<file path="src/rtl/uart_transmitter.sv">
// rtl/uart_transmitter.sv - UART transmit FSM, 8 data bits, optional parity
// Registered tx/busy; the byte is latched at accept so later tx_data changes are ignored.
module uart_transmitter #(
  parameter int CLKS_PER_BIT = 434,
  parameter int PARITY       = 0
) (
  input  logic       clk,
  input  logic       reset,
  input  logic       write,
  input  logic [7:0] tx_data,
  output logic       busy,
  output logic       tx
);

  localparam int          CW      = (CLKS_PER_BIT > 1) ? $clog2(CLKS_PER_BIT) : 1;
  localparam logic [CW-1:0] LAST  = CW'(CLKS_PER_BIT - 1);
  localparam bit          PAR_EN  = (PARITY == 1) || (PARITY == 2);
  localparam logic        PAR_ODD = (PARITY == 2);

  typedef enum logic [2:0] {S_IDLE, S_START, S_DATA, S_PARITY, S_STOP} state_t;

  state_t          state;
  logic [CW-1:0]   baud_cnt;
  logic [2:0]      bit_cnt;
  logic [7:0]      shift_reg;
  logic            par_bit;
  logic            bit_end;

  assign bit_end = (baud_cnt == LAST);

  always_ff @(posedge clk) begin
    if (reset) begin
      state     <= S_IDLE;
      tx        <= 1'b1;
      busy      <= 1'b0;
      baud_cnt  <= '0;
      bit_cnt   <= '0;
      shift_reg <= '0;
      par_bit   <= 1'b0;
    end else begin
      case (state)
        S_IDLE: begin
          if (write) begin
            shift_reg <= tx_data;
            par_bit   <= (^tx_data) ^ PAR_ODD;
            baud_cnt  <= '0;
            tx        <= 1'b0;
            busy      <= 1'b1;
            state     <= S_START;
          end
        end
        S_START: begin
          if (bit_end) begin
            baud_cnt <= '0;
            bit_cnt  <= '0;
            tx       <= shift_reg[0];
            state    <= S_DATA;
          end else begin
            baud_cnt <= baud_cnt + CW'(1);
          end
        end
        S_DATA: begin
          if (bit_end) begin
            baud_cnt <= '0;
            if (bit_cnt == 3'd7) begin
              if (PAR_EN) begin
                tx    <= par_bit;
                state <= S_PARITY;
              end else begin
                tx    <= 1'b1;
                state <= S_STOP;
              end
            end else begin
              // tx picks up bit 1 now because shift_reg only shifts at this same edge
              bit_cnt   <= bit_cnt + 3'd1;
              shift_reg <= {1'b0, shift_reg[7:1]};
              tx        <= shift_reg[1];
            end
          end else begin
            baud_cnt <= baud_cnt + CW'(1);
          end
        end
        S_PARITY: begin
          if (bit_end) begin
            baud_cnt <= '0;
            tx       <= 1'b1;
            state    <= S_STOP;
          end else begin
            baud_cnt <= baud_cnt + CW'(1);
          end
        end
        S_STOP: begin
          if (bit_end) begin
            baud_cnt <= '0;
            busy     <= 1'b0;
            tx       <= 1'b1;
            state    <= S_IDLE;
          end else begin
            baud_cnt <= baud_cnt + CW'(1);
          end
        end
        default: begin
          state <= S_IDLE;
          tx    <= 1'b1;
          busy  <= 1'b0;
        end
      endcase
    end
  end

endmodule
</file>
<file path="config.mk">
export PLATFORM = sky130hd
export DESIGN_NAME = uart_transmitter
export DESIGN_NICKNAME = d
export VERILOG_FILES = /design/src/rtl/uart_transmitter.sv
export SDC_FILE = /design/constraint.sdc
export NUM_CORES = 1
export LEC_CHECK = 0
export ABC_AREA = 1
export BUFFER_PORTS_ARGS = -buffer_cell sky130_fd_sc_hd__buf_2
export CAP_MARGIN = 20
export CORE_MARGIN = 3
export CORE_UTILIZATION = 34
export CTS_CLUSTER_SIZE = 16
export DETAILED_ROUTE_END_ITERATION = 6
export GPL_TIMING_DRIVEN = 0
export HOLD_SLACK_MARGIN = 0.15
export PLACE_DENSITY_LB_ADDON = 0.3
export SKIP_CTS_REPAIR_TIMING = 1
export SLEW_MARGIN = 30
export SYNTH_ARGS = -nofsm -noshare
export SYNTH_HDL_FRONTEND = slang
export SYNTH_SLANG_ARGS = --single-unit
</file>
<file path="constraint.sdc">
create_clock -name clk -period 2.31 [get_ports clk]
set_input_delay 0.1155 -clock clk [delete_from_list [all_inputs] [get_ports clk]]
set_output_delay 0.1155 -clock clk [all_outputs]
set_load 0.01 [all_outputs]
</file>
# Word level (Yosys, flattened, before mapping)
# Index checks and enable logic that the tools add are counted.
totals:
  regBits: 25
  output_inout_bits: 2
op_classes:
  muxes: 26
  eq_ne: 14
  bitwise: 1
  n_reduce_logical: 13
  n_addsub: 2
ops:
  columns: ["cell", "count"]
  rows:
  - ["$mux 3", 8]
  - ["$mux 8", 3]
  - ["$mux 9", 2]
  - ["$pmux 9 s2", 1]
  - ["$pmux 8 s2", 1]
  - ["$pmux 3 s5", 1]
  - ["$ne 2x2->1 const B", 7]
  - ["$reduce_and 4->1", 3]
  - ["$add 9x1->9 const B", 1]
  - ["$eq 9x9->1 const B", 1]
  - ["$mux 1", 7]
  - ["$eq 3x2->1 const B", 2]
  - ["$eq 3x3->1 const B", 2]
  - ["$pmux 3 s2", 1]
  - ["$reduce_and 6->1", 1]
  - ["$reduce_bool 2->1", 3]
  - ["$pmux 1 s4", 1]
  - ["$reduce_or 4->1", 1]
  - ["$add 3x1->3 const B", 1]
  - ["$eq 3x1->1 const B", 1]
  - ["$logic_not 3->1", 1]
  - ["$pmux 1 s3", 1]
  - ["$reduce_and 3->1", 1]
  - ["$reduce_or 3->1", 1]
  - ["4 further kinds", 4]

# Depth between registers and ports, before layout
# Gate-level depths: netlist of the first run.
depth:
  ltp_word: 4
  mapped_depth: 11

# Worst setup path before layout of the first run
# OpenSTA, ideal clock, no wires.
synth_path:
  kind: "register to register"
  from: "register baud_cnt[1]"
  to: "register shift_reg[0]"
  n_path_buf: 0
  path_slack_ns: 0.932
  period_less_slack_ns: 1.378
  t_arrival_ns: 1.262
  stages_incl_launch_ff: 11
  setup_ns: 0.116
  t_required_ns: 2.194
  cell_sequence: "dfxtp_1 -> inv_1 -> ha_1 -> nand2_1 -> nor2_1 -> nand2_1 -> nand2_1 -> nand2_4 -> clkinv_2 -> nor2_1 -> nor2_1"
synth_via:
  elab_chain_cells: 3
synth_lines:
  columns: ["element", "line", "source"]
  rows:
  - ["from (decl)", "23", "logic [CW-1:0] baud_cnt;"]
  - ["from (signal assigned)", "59", "baud_cnt <= baud_cnt + CW'(1);"]
  - ["from (signal assigned)", "80", "baud_cnt <= baud_cnt + CW'(1);"]
  - ["from (signal assigned)", "89", "baud_cnt <= baud_cnt + CW'(1);"]
  - ["$eq 9x9->1", "29", "assign bit_end = (baud_cnt == LAST);"]
  - ["$ne 2x2->1 (no line)", null, null]
  - ["$reduce_and 4->1 (no line)", null, null]
  - ["to (signal assigned)", "44", "shift_reg <= tx_data;"]
  - ["to (signal assigned)", "76", "shift_reg <= {1'b0, shift_reg[7:1]};"]
  - ["to (decl)", "25", "logic [7:0] shift_reg;"]
# Every way passes these cells.
# A chain may end at the register's enable or synchronous reset.

# Final worst setup path of the first run
layout_path:
  from: "register baud_cnt[1]"
  to: "register shift_reg[1]"
# The elaborated chain is that of the path after synthesis.

==> results of run 1 <==
[area by class of cell]
class	instances	share of cell area [%]
multi-input cells	152	48.76
flip-flops and latches	25	33.06
repair buffers	14	5.289
inverters	20	5.041
well taps	48	3.967
clock buffers	3	2.727
plain buffers	3	0.8264
clock inverters	1	0.3306
[worst reg2reg max path: stages (launching register included)]
cell and delay (ps):
dfxtp_1 410, inv_1 60, ha_1 170, nand2_1 60, nor2_1 40, nand2_1 230
nand2_1 140, nand2_4 150, clkinv_2 130, nor2_1 100, nor2_1 50
[synthesized netlist by cell type]
library cell,instances,area (µm²)
ha_1,4,50.05
o31ai_1,1,7.510
buf_2,1,5.000
nand4_1,4,25.02
dfxtp_1,25,500.5
o21ai_1,1,5.000
o21ai_0,11,55.05
clkbuf_1,2,7.510
o21a_1,1,7.510
clkinv_2,1,5.000
inv_1,18,67.56
nand2_2,4,25.02
nor2_4,1,11.26
nand2_4,2,22.52
nor2_1,29,108.9
a21oi_1,13,65.06
nor3_4,1,16.27
inv_2,1,3.750
nand2_1,60,225.2
nor3_1,2,10.01
xor2_1,3,26.28
nand3_1,14,70.07
o21bai_1,1,7.510
[metrics by stage]
| stage | worst slack, ps | hold slack (ps) | cells | util, % | area, µm² |
|---|---|---|---|---|---|
| after floorplan | 932.4 | 270.1 | 200 | - | 1328 |
| after global placement | 698.5 | 395.0 | 260 | 38.96 | 1448 |
| after detailed placement | 681.3 | 397.0 | 260 | 38.96 | 1448 |
| after CTS | 658.4 | 95.92 | 264 | 40.20 | 1494 |
| after global routing | 496.9 | 221.4 | 266 | 40.74 | 1514 |
| final | 663.0 | 199.0 | 266 | 40.74 | 1514 |
[path summary, 6_finish.rpt]
kind / endpoint / cells after the start
min: shift_reg[4]$_SDFFE_PP0P_ / 5
max: shift_reg[1]$_SDFFE_PP0P_ / 10
min reg2reg: shift_reg[7]$_SDFFE_PP0P_ / 2
max reg2reg: shift_reg[1]$_SDFFE_PP0P_ / 10
[where the power goes]
group | internal, mW | leakage (nW) | switching [mW]
Sequential | 0.539 | 0.204 | 0.0776
Clock | 0.121 | 0.0255 | 0.137
Combinational | 0.204 | 0.455 | 0.414
[routing by layer]
metal	vias to the layer above	global-route usage [%]	wire, µm
met1	555	18.45	1504
met3	2	3.612	101
met4	0	2.233	8
met2	17	21.81	1217
met5	-	0	0
li1	677	-	-
[cells by family after synthesis]
family,after synthesis,share of synthesized area (%)
compound gates,28,11.12
xor+xnor,3,1.980
fa+ha+maj,4,3.770
buf+inv,23,6.691
flops,25,37.70
simple gates,117,38.74
==> metrics.md, run 1 <==
| Metric | Value |
|---|---|
| Status | finished, final reports clean |
| # diodes | 0 |
| DIE AREA | roughly 4700 µm² |
| Fmax | between 0.6 and 0.7 GHz |
| Synthesized area | around 1300 µm² |
| Initial antenna violation count | 0 |
| Crit path from | baud_cnt[1]$_SDFFE_PP0P_ |
| Vias in the first global route | between 1000 and 1500 |
| First-pass GRT wire length | 4919 µm |
| Largest net degree at the start of global routing | 15 |
| Slew HR | between 60% and 70% |
| TritonRoute pass-1 iters | 4 |
| Worst skew pair latency | roughly 270 ps |
| Worst IR Drop VDD | 0.4860 mV |
| Drt total wl | roughly 2800 µm |
| # H-tree levels | 1 |
| Part of the cycle the worst path needs | between 70% and 80% |
| Critical path's top delay family | simple AND/OR/NAND/NOR gates |
| CP max FO | 9 |
| Core area | between 3000 and 4000 µm² |
| P per Cell Area | between 900 and 1000 nW/µm² |
| Synth Warn # | 0 |
| Commonest cells after routing, fill and taps aside | 60 x nand2_1, 29 x nor2_1, 25 x dfxtp_1 |
| Die Height | about 68 µm |
| Placer Congestion | 0.8066 |
| Most common cell after layout, fill and taps aside | nand2_1 |
| FF+latch area | 500.5 µm² |
| Initial cell density of the core | a little over a third |
| Critical path class | flip-flop to flip-flop |
| Die Wd | between 60 and 70 µm |
| Starting DRT DRC Count | 56 |
| Clock Tree Root | clkbuf_8 |
| DR vias/cell | between 4 and 5 |
| Fill count | 406 |
| Crit path required time | about 2500 ps |
| Setup TNS Final | 0 ps |
| Layout cell share with drive strength beyond 1 | 12.39% |
| Multi-input logic area | about 740 µm² |
| Crit path launch type | flip-flop |
| Clock Pin Slew Worst Setup and Hold Paths | around 90 ps |
| Total Power | about 1.5 mW |
| Final Skew | roughly 4.8 ps |
| # setup viols final | 0 |
| GR Overflow Total | 0 |
| Leak pwr | 0.6846 nW |
| I/O pin cnt | 13 |
| Final min period | ~1600 ps |
| Residual DRC | 0 |
| Reg-to-reg slack, setup | ~660 ps |
| Mean Syn Cell Area | between 6 and 7 µm² |
| Antenna Nets Post-Route | 0 |
| Distinct cells, synth | 23 |
| Layout Nets | roughly 230 |
| HP Class | input pin to flip-flop |
| CTS Buf Count | 3 |
| CP Capture Type | flip-flop |
| Unrepaired setup endpoints after global routing | no |
| Max reg flops | 9 |
| RR Startpoint | baud_cnt[1]$_SDFFE_PP0P_ |
| Clock buffer depth | 2 |
| Routed length per placed instance | roughly 11 µm |
| Worst Path Buf+Inv | 2 |
| Row cnt | 22 |
| Vias | 1251 |
| Max Cap Violations | 0 |
| CP peak stage delay | 410 ps |
| Clk sinks | 25 |
| # port buffers | 12 |
| Total GRT Usage | between 10% and 20% |
| Post-synth net total | 215 |
| Flops & latches, synth | 25 |
| Area Overhead vs Synth | 14.04% |
| Tightest Pin Transition | around 530 ps |
| CTS tree | built |
| Crit path cell chain | inv_1 > ha_1 > nand2_1 > nor2_1 > nand2_1 > nand2_1 > nand2_4 > clkinv_2 > nor2_1 > nor2_1 |
| HP Start | tx_data[4] |
| Post-Synthesis Cells | 200 |
| Final Hold Fails | 0 |
| Sequential element share of the synthesized area | a little under two fifths |
| Slowest stage cell, crit path | dfxtp_1 |
| WP data arrival | 1810 ps |
| HPWL Detailed | between 2000 and 2500 µm |
| Slew Viols, Final | 0 |
No activity file was read; power rests on OpenSTA's default activity.
==> inputs of run 2 (changes only) <==
clock period = 1.61 ns   (was 2.31 ns; I/O delays follow)
==> run 2 against run 1 <==
  * Design area is 1.2% higher
  * Final cell count is 0.38% higher
  * Hold slack worse by 29 ps
  * Wire length is 1.6% higher
  * Core utilization is 0.51 points higher
  * Critical path depth is 2 lower
  * Non-clock buffer count is 1 higher
  * Sequential cell count stayed put
  * Via count hardly changed
  * Clock-buffer cell count stayed put
  * Clock power is 44% higher
  * Critical endpoint is now baud_cnt[8]$_SDFFE_PP0P_
  * Largest power group unchanged
  * Highest routed layer unchanged
==> metrics.md, run 2 (synthesis results as in run 1) <==
| Metric | Value |
|---|---|
| Hold Path Cell Cnt | 5 (unchanged) |
| Most common cell after layout, fill and taps aside | nand2_1 (unchanged) |
| Clk sinks | 25 (unchanged) |
| Layout Nets | 235 (was 234) |
| CP peak stage delay | 310 ps (was 410 ps) |
| Routed length per placed instance | 10.77 µm (was 10.64 µm) |
| Fmax | 0.6807 GHz (was 0.6072 GHz) |
| Crit path cell chain | buf_2 > inv_1 > o21ai_1 > nand2_4 > nand2_2 > inv_1 > a21oi_1 > nor2_1 (was inv_1 > ha_1 > nand2_1 > nor2_1 > nand2_1 > nand2_1 > nand2_4 > clkinv_2 > nor2_1 > nor2_1) |
| Placer Congestion | 0.8066 (unchanged) |
| Antenna Nets Post-Route | 0 (unchanged) |
| Worst IR Drop VDD | 0.7366 mV (was 0.4860 mV) |
| Utilization after layout | 41.25% (was 40.74%) |
| Commonest cells after routing, fill and taps aside | 58 x nand2_1, 28 x nor2_1, 23 x dfxtp_1 (was 60 x nand2_1, 29 x nor2_1, 25 x dfxtp_1) |
| Die Height | 68.49 µm (unchanged) |
| Drt total wl | 2876 µm (was 2831 µm) |
| Layout cell share with drive strength beyond 1 | 15.07% (was 12.39%) |
| CTS Buf Count | 3 (unchanged) |
| Final Instance Area | 1533 µm² (was 1514 µm²) |
| Part of the cycle the worst path needs | 91.25% (was 71.30%) |
| # H-tree levels | 1 (unchanged) |
| # diodes | 0 (unchanged) |
| Clock buffer depth | 2 (unchanged) |
| # port buffers | 12 (unchanged) |
| Starting DRT DRC Count | 47 (was 56) |
| Row cnt | 22 (unchanged) |
| Residual DRC | 0 (unchanged) |
| Cell depth of the worst flop-to-flop path | 8 (was 10) |
| Post-place setup slack | -18.67 ps (was 681.3 ps) |
| Placed Area | 1448 µm² (unchanged) |
| Core area | 3716 µm² (unchanged) |
| HP Start | tx_data[3] (was tx_data[4]) |
| HPWL Detailed | 2090 µm (unchanged) |
| Total GRT Usage | 13.61% (unchanged) |
| Final Hold Fails | 0 (unchanged) |
| Clock Pin Slew Worst Setup and Hold Paths | 90 ps (about the same) |
| Hold_ws | 169.7 ps (was 199.0 ps) |
| Cell repeated most along the worst path | inv_1 |
| CP max FO | 7 (was 9) |
| Unrepaired setup endpoints after global routing | no (unchanged) |
| Setup TNS Final | 0 ps (unchanged) |
| Largest net degree at the start of global routing | 15 (unchanged) |
| CTS tree | built (unchanged) |
| Initial cell density of the core | 35.72% (unchanged) |
| Slew HR | 64.18% (was 64.41%) |
| Slew Viols, Final | 0 (unchanged) |
| Reg2reg end | baud_cnt[8]$_SDFFE_PP0P_ (was shift_reg[1]$_SDFFE_PP0P_) |
| I/O pin cnt | 13 (unchanged) |
| Placed cells | 260 (unchanged) |
| Fill count | 402 (was 406) |
| Leak pwr | 0.6936 nW (was 0.6846 nW) |
| First-pass GRT wire length | 4919 µm (unchanged) |
| Vias in the first global route | 1106 (unchanged) |
| Tightest Pin Transition | 537.3 ps (was 533.8 ps) |
| DIE AREA | 4690 µm² (unchanged) |
| Die Wd | 68.49 µm (unchanged) |
| Filler-free cell count of the finished design | 267 (was 266) |
| Max Cap Violations | 0 (unchanged) |
| # setup viols final | 0 (unchanged) |
| GR Overflow Total | 0 (unchanged) |
| Final min period | 1469 ps (was 1647 ps) |
| Slowest stage cell, crit path | dfxtp_1 (unchanged) |
| Worst Hold Endpoint | shift_reg[3]$_SDFFE_PP0P_ (was shift_reg[4]$_SDFFE_PP0P_) |
| RR Startpoint | state[2]$_SDFFE_PP0P_ (was baud_cnt[1]$_SDFFE_PP0P_) |
| Crit path launch type | flip-flop (unchanged) |
| Clock Tree Root | clkbuf_8 (unchanged) |
| CP Capture Type | flip-flop (unchanged) |
| DR vias/cell | 4.689 (was 4.703) |
| Initial antenna violation count | 0 (unchanged) |
| Final Skew | 4.906 ps (was 4.767 ps) |
| P per Cell Area | 1420 nW/µm² (was 985.6 nW/µm²) |
| Area Overhead vs Synth | 15.46% (was 14.04%) |
| Max reg flops | 9 (unchanged) |
| HP Class | input pin to flip-flop (unchanged) |
| Critical path's top delay family | buffers and inverters (was simple AND/OR/NAND/NOR gates) |
| Vias | 1252 (was 1251) |
| Worst Path Buf+Inv | 3 (was 2) |
| Critical path class | flip-flop to flip-flop (unchanged) |
| Final WS setup | 140.9 ps (was 663.0 ps) |
| Crit path required time | 1780 ps (was 2470 ps) |
| Status | finished, final reports clean (unchanged) |
| WP data arrival | 1640 ps (was 1810 ps) |
| Reg-to-reg slack, setup | 140 ps (was 660 ps) |
| TritonRoute pass-1 iters | 4 (unchanged) |
| Worst skew pair latency | 270 ps (about the same) |
| Total Power | 2.177 mW (was 1.492 mW) |
## run 2: cell type report
cell class	count	area, µm²	share of cell area (%)
inverters	20	77.57	5.061
plain buffers	3	12.51	0.8163
repair buffers	15	87.58	5.714
clock inverters	1	5.005	0.3265
clock buffers	3	41.29	2.694
flip-flops and latches	25	503.0	32.82
well taps	48	60.06	3.918
multi-input cells	152	745.7	48.65
## run 2: worst max path at each step
| stage | from | endpoint | slack, ps | depth (start not counted) |
|---|---|---|---|---|
| detailed placement | baud_cnt[1]$_SDFFE_PP0P_ | shift_reg[1]$_SDFFE_PP0P_ | -20 | 10 |
| finish | state[2]$_SDFFE_PP0P_ | baud_cnt[8]$_SDFFE_PP0P_ | 140 | 8 |
| floorplan | baud_cnt[1]$_SDFFE_PP0P_ | shift_reg[1]$_SDFFE_PP0P_ | 230 | 10 |
| global placement | baud_cnt[1]$_SDFFE_PP0P_ | shift_reg[1]$_SDFFE_PP0P_ | -2 | 10 |
| CTS | baud_cnt[1]$_SDFFE_PP0P_ | shift_reg[1]$_SDFFE_PP0P_ | -40 | 10 |
| global route | state[2]$_SDFFE_PP0P_ | baud_cnt[6]$_SDFFE_PP0P_ | 20 | 7 |
## run 2: metal layers
layer / up-vias / wire [µm] / track usage [%]
li1: 679 / - / -
met1: 555 / 1490 / 18.45
met2: 16 / 1264 / 21.81
met3: 2 / 114 / 3.612
met4: 0 / 8 / 2.233
met5: - / 0 / 0
## run 2: power breakdown
group	leakage, nW	internal (mW)	switching (mW)
Sequential	0.205	0.779	0.113
Combinational	0.463	0.309	0.607
Clock	0.0255	0.173	0.196
Total	0.694	1.26	0.916
## run 2: tightest hold or removal path, delay by kind of cell
kind,cells,cell delay [ps]
AO/OA/AOI/OAI,1,70
AND/OR/NAND/NOR,3,170
buffers and inverters,1,70
==> inputs of run 3 (changes only) <==
ABC_AREA = default   (was 1)
==> run 3 against run 2 <==
  * The run now ends with negative setup slack left
  * Design area increased by 18%
  * Sequential power decreased by 25%
  * Final cell count is 15% lower
  * Largest cell class unchanged
==> metrics.md, run 3 <==
| Metric | Value |
|---|---|
| Final WS setup | -154.0 ps (was 140.9 ps) |
| Unrepaired setup endpoints after global routing | yes (was no) |
| Slowest stage cell, crit path | or3b_2 (was dfxtp_1) |
| Vias | 1266 (was 1252) |
| Async SR Flop Fraction | 0% (unchanged) |
| Failing checks | negative setup slack |
| Antenna Nets Post-Route | 0 (unchanged) |
| Layout Nets | 196 (was 235) |
| Flops & latches, synth | 25 (unchanged) |
| First-pass GRT wire length | 5457 µm (was 4919 µm) |
| Reg2reg end | baud_cnt[7]$_SDFFE_PP0P_ (was baud_cnt[8]$_SDFFE_PP0P_) |
| # port buffers | 12 (unchanged) |
| Distinct cells, synth | 43 (was 23) |
| CP max FO | 4 (was 7) |
| DR vias/cell | 5.553 (was 4.689) |
| Starting DRT DRC Count | 53 (was 47) |
| CTS tree | built (unchanged) |
| Crit path cell chain | inv_2 > ha_4 > nor4bb_4 > a2111o_1 > or3b_2 > o211ai_2 (was buf_2 > inv_1 > o21ai_1 > nand2_4 > nand2_2 > inv_1 > a21oi_1 > nor2_1) |
| Largest net degree at the start of global routing | 14 (was 15) |
| Setup TNS Final | -841.4 ps (was 0 ps) |
| Die Wd | 68.49 µm (unchanged) |
| HPWL Detailed | 2305 µm (was 2090 µm) |
| Critical path's top delay family | simple AND/OR/NAND/NOR gates (was buffers and inverters) |
| Cell depth of the worst flop-to-flop path | 6 (was 8) |
| HP Start | tx_data[3] (unchanged) |
| Post-place setup slack | -313.3 ps (was -18.67 ps) |
| Layout cell share with drive strength beyond 1 | 38.33% (was 15.07%) |
| CTS Buf Count | 3 (unchanged) |
| Crit path required time | 1810 ps (was 1780 ps) |
| Die Height | 68.49 µm (unchanged) |
| Top-area cell type share of the netlist area | 37.70% (unchanged) |
| Slew Viols, Final | 0 (unchanged) |
| Final Hold Fails | 0 (unchanged) |
| Leak pwr | 0.6752 nW (was 0.6936 nW) |
| Tightest Pin Transition | 554.7 ps (was 537.3 ps) |
| Residual DRC | 0 (unchanged) |
| Worst skew pair latency | 270 ps (about the same) |
| # H-tree levels | 1 (unchanged) |
| Commonest cells after routing, fill and taps aside | 18 x dfxtp_1, 13 x buf_2, 12 x a21oi_1 (was 58 x nand2_1, 28 x nor2_1, 23 x dfxtp_1) |
| DIE AREA | 4690 µm² (unchanged) |
| Hold Path Cell Cnt | 3 (was 5) |
| CP peak stage delay | 480 ps (was 310 ps) |
| Drt total wl | 3534 µm (was 2876 µm) |
| RR Startpoint | baud_cnt[1]$_SDFFE_PP0P_ (was state[2]$_SDFFE_PP0P_) |
| Most common cell in the synthesized netlist | dfxtp_1 (was nand2_1) |
| Area Overhead vs Synth | 36.76% (was 15.46%) |
| Worst Path Buf+Inv | 1 (was 3) |
| Most area-consuming cells after synthesis | dfxtp_1 38%, a21oi_1 6.4%, a311oi_1 5.3% (was dfxtp_1 38%, nand2_1 17%, nor2_1 8.2%) |
| Post-synth top cells | 25 x dfxtp_1, 17 x a21oi_1, 12 x nor2_1, 9 x nand3_1, 8 x a311oi_1 (was 60 x nand2_1, 29 x nor2_1, 25 x dfxtp_1, 18 x inv_1, 14 x nand3_1) |
| Slew HR | 62.71% (was 64.18%) |
| Final min period | 1764 ps (was 1469 ps) |
| HP Class | input pin to flip-flop (unchanged) |
| Sequential element share of the synthesized area | 37.70% (unchanged) |
| Total GRT Usage | 15.21% (was 13.61%) |
| Synth Warn # | 0 (unchanged) |
| Clock Pin Slew Worst Setup and Hold Paths | 90 ps (about the same) |
| I/O pin cnt | 13 (unchanged) |
| WP data arrival | 1970 ps (was 1640 ps) |
| Max reg flops | 9 (unchanged) |
| Crit path launch type | flip-flop (unchanged) |
| Initial cell density of the core | 35.72% (unchanged) |
| EDFF count, synth | 0 (unchanged) |
| Clock buffer depth | 2 (unchanged) |
| Row cnt | 22 (unchanged) |
| Routed length per placed instance | 15.50 µm (was 10.77 µm) |
| Final Skew | 3.055 ps (was 4.906 ps) |
| P per Cell Area | 689.3 nW/µm² (was 1420 nW/µm²) |
| Max Cap Violations | 0 (unchanged) |
| CP Capture Type | flip-flop (unchanged) |
| Mean Syn Cell Area | 9.031 µm² (was 6.638 µm²) |
| Worst Hold Endpoint | shift_reg[3]$_SDFFE_PP0P_ (unchanged) |
| Core area | 3716 µm² (unchanged) |
| Post-Synthesis Cells | 147 (was 200) |
| Vias in the first global route | 1247 (was 1106) |
| Post-synth top area cell | dfxtp_1 (unchanged) |
| TritonRoute pass-1 iters | 4 (unchanged) |
| Post-synth net total | 162 (was 215) |
| Final Instance Area | 1815 µm² (was 1533 µm²) |
| Main flop type after synthesis | dfxtp_1 (unchanged) |
| # setup viols final | 10 (was 0) |
| Synthesized area | 1328 µm² (unchanged) |
| # diodes | 0 (unchanged) |
| Worst IR Drop VDD | 0.4426 mV (was 0.7366 mV) |
| Total Power | 1.251 mW (was 2.177 mW) |
| Placed Area | 1450 µm² (was 1448 µm²) |
| Status | complete, but fails checks (was finished, final reports clean) |
| Placer Congestion | 0.7930 (was 0.8066) |
| Clock Tree Root | clkbuf_8 (unchanged) |
| Part of the cycle the worst path needs | 109.6% (was 91.25%) |
| GR Overflow Total | 0 (unchanged) |
| Initial antenna violation count | 0 (unchanged) |
| Most common cell after layout, fill and taps aside | dfxtp_1 (was nand2_1) |
| Critical path class | flip-flop to flip-flop (unchanged) |
| Reg-to-reg slack, setup | -150 ps (was 140 ps) |
| Clk sinks | 25 (unchanged) |
| Fmax | 0.5669 GHz (was 0.6807 GHz) |
| Hold_ws | 172.0 ps (was 169.7 ps) |
[run 3: cell types whose count changed in the layout (fill, tap and decap cells not counted), sizes merged, moves of 4 or more]
cell    delta
a21oi      +4
a311oi     +8
buf       +17
inv       -18
mux2i      +7
nand2     -60
nand3      -5
nand4      -4
nor2      -18
o21ai      -5
[run 3: worst max-delay path by stage]
stage	slack [ps]	endpoint	cells after the start	start
6_report	-150	baud_cnt[7]$_SDFFE_PP0P_	6	baud_cnt[1]$_SDFFE_PP0P_
5_1_grt	-190	baud_cnt[7]$_SDFFE_PP0P_	6	baud_cnt[1]$_SDFFE_PP0P_
4_1_cts	-340	shift_reg[4]$_SDFFE_PP0P_	6	baud_cnt[0]$_SDFFE_PP0P_
3_5_place_dp	-310	baud_cnt[7]$_SDFFE_PP0P_	5	state[0]$_SDFFE_PP0P_
3_3_place_gp	-270	shift_reg[2]$_SDFFE_PP0P_	6	baud_cnt[0]$_SDFFE_PP0P_
2_1_floorplan	-70	baud_cnt[7]$_SDFFE_PP0P_	6	baud_cnt[1]$_SDFFE_PP0P_
[run 3: area by class of cell]
| class | count | area (µm²) |
|---|---|---|
| tap | 48 | 60.06 |
| timing repair buffer | 29 | 211.5 |
| buffer | 8 | 57.56 |
| sequential | 25 | 519.2 |
| fill | 340 | 1901 |
| inverter | 2 | 7.507 |
| multi-input combinational | 112 | 914.6 |
| clock buffer | 4 | 45.04 |
[run 3: per-stage QoR]
step,instances,util (%)
4_1_cts,211,40.24
3_5_place_dp,207,39.02
2_1_floorplan,147,-
6_report,228,48.86
5_1_grt,228,48.86
3_3_place_gp,207,39.02
[run 3: cell families after synthesis]
group                      share of synthesized area, %
buffers and inverters                             3.488
xor gates and xnor gates                          3.299
adders and majority gates                         3.770
muxes                                             5.278
DFF                                               37.70
AOI/OAI and AO/OA                                 24.79
and+or+nand+nor                                   21.68
[run 3: layer usage]
metal | share of wire [%] | wire (µm) | track usage [%]
met2 | 48 | 1708 | 25.15
met4 | 1.5 | 54 | 6.700
met5 | 0 | 0 | 0
met1 | 46 | 1608 | 19.27
met3 | 4.6 | 163 | 2.463
[run 3: report_power, final]
part           switching, mW  internal, mW  total, mW
logic                 0.0994         0.107      0.206
clock network          0.198         0.177      0.375
registers             0.0263         0.644      0.670
total                  0.324         0.928       1.25
[run 3: worst reg2reg max path, stage by stage, from the launching register on]
cell,delay [ps]
dfxtp_2,370
inv_2,50
ha_4,150
nor4bb_4,150
a2111o_1,420
or3b_2,480
o211ai_2,80
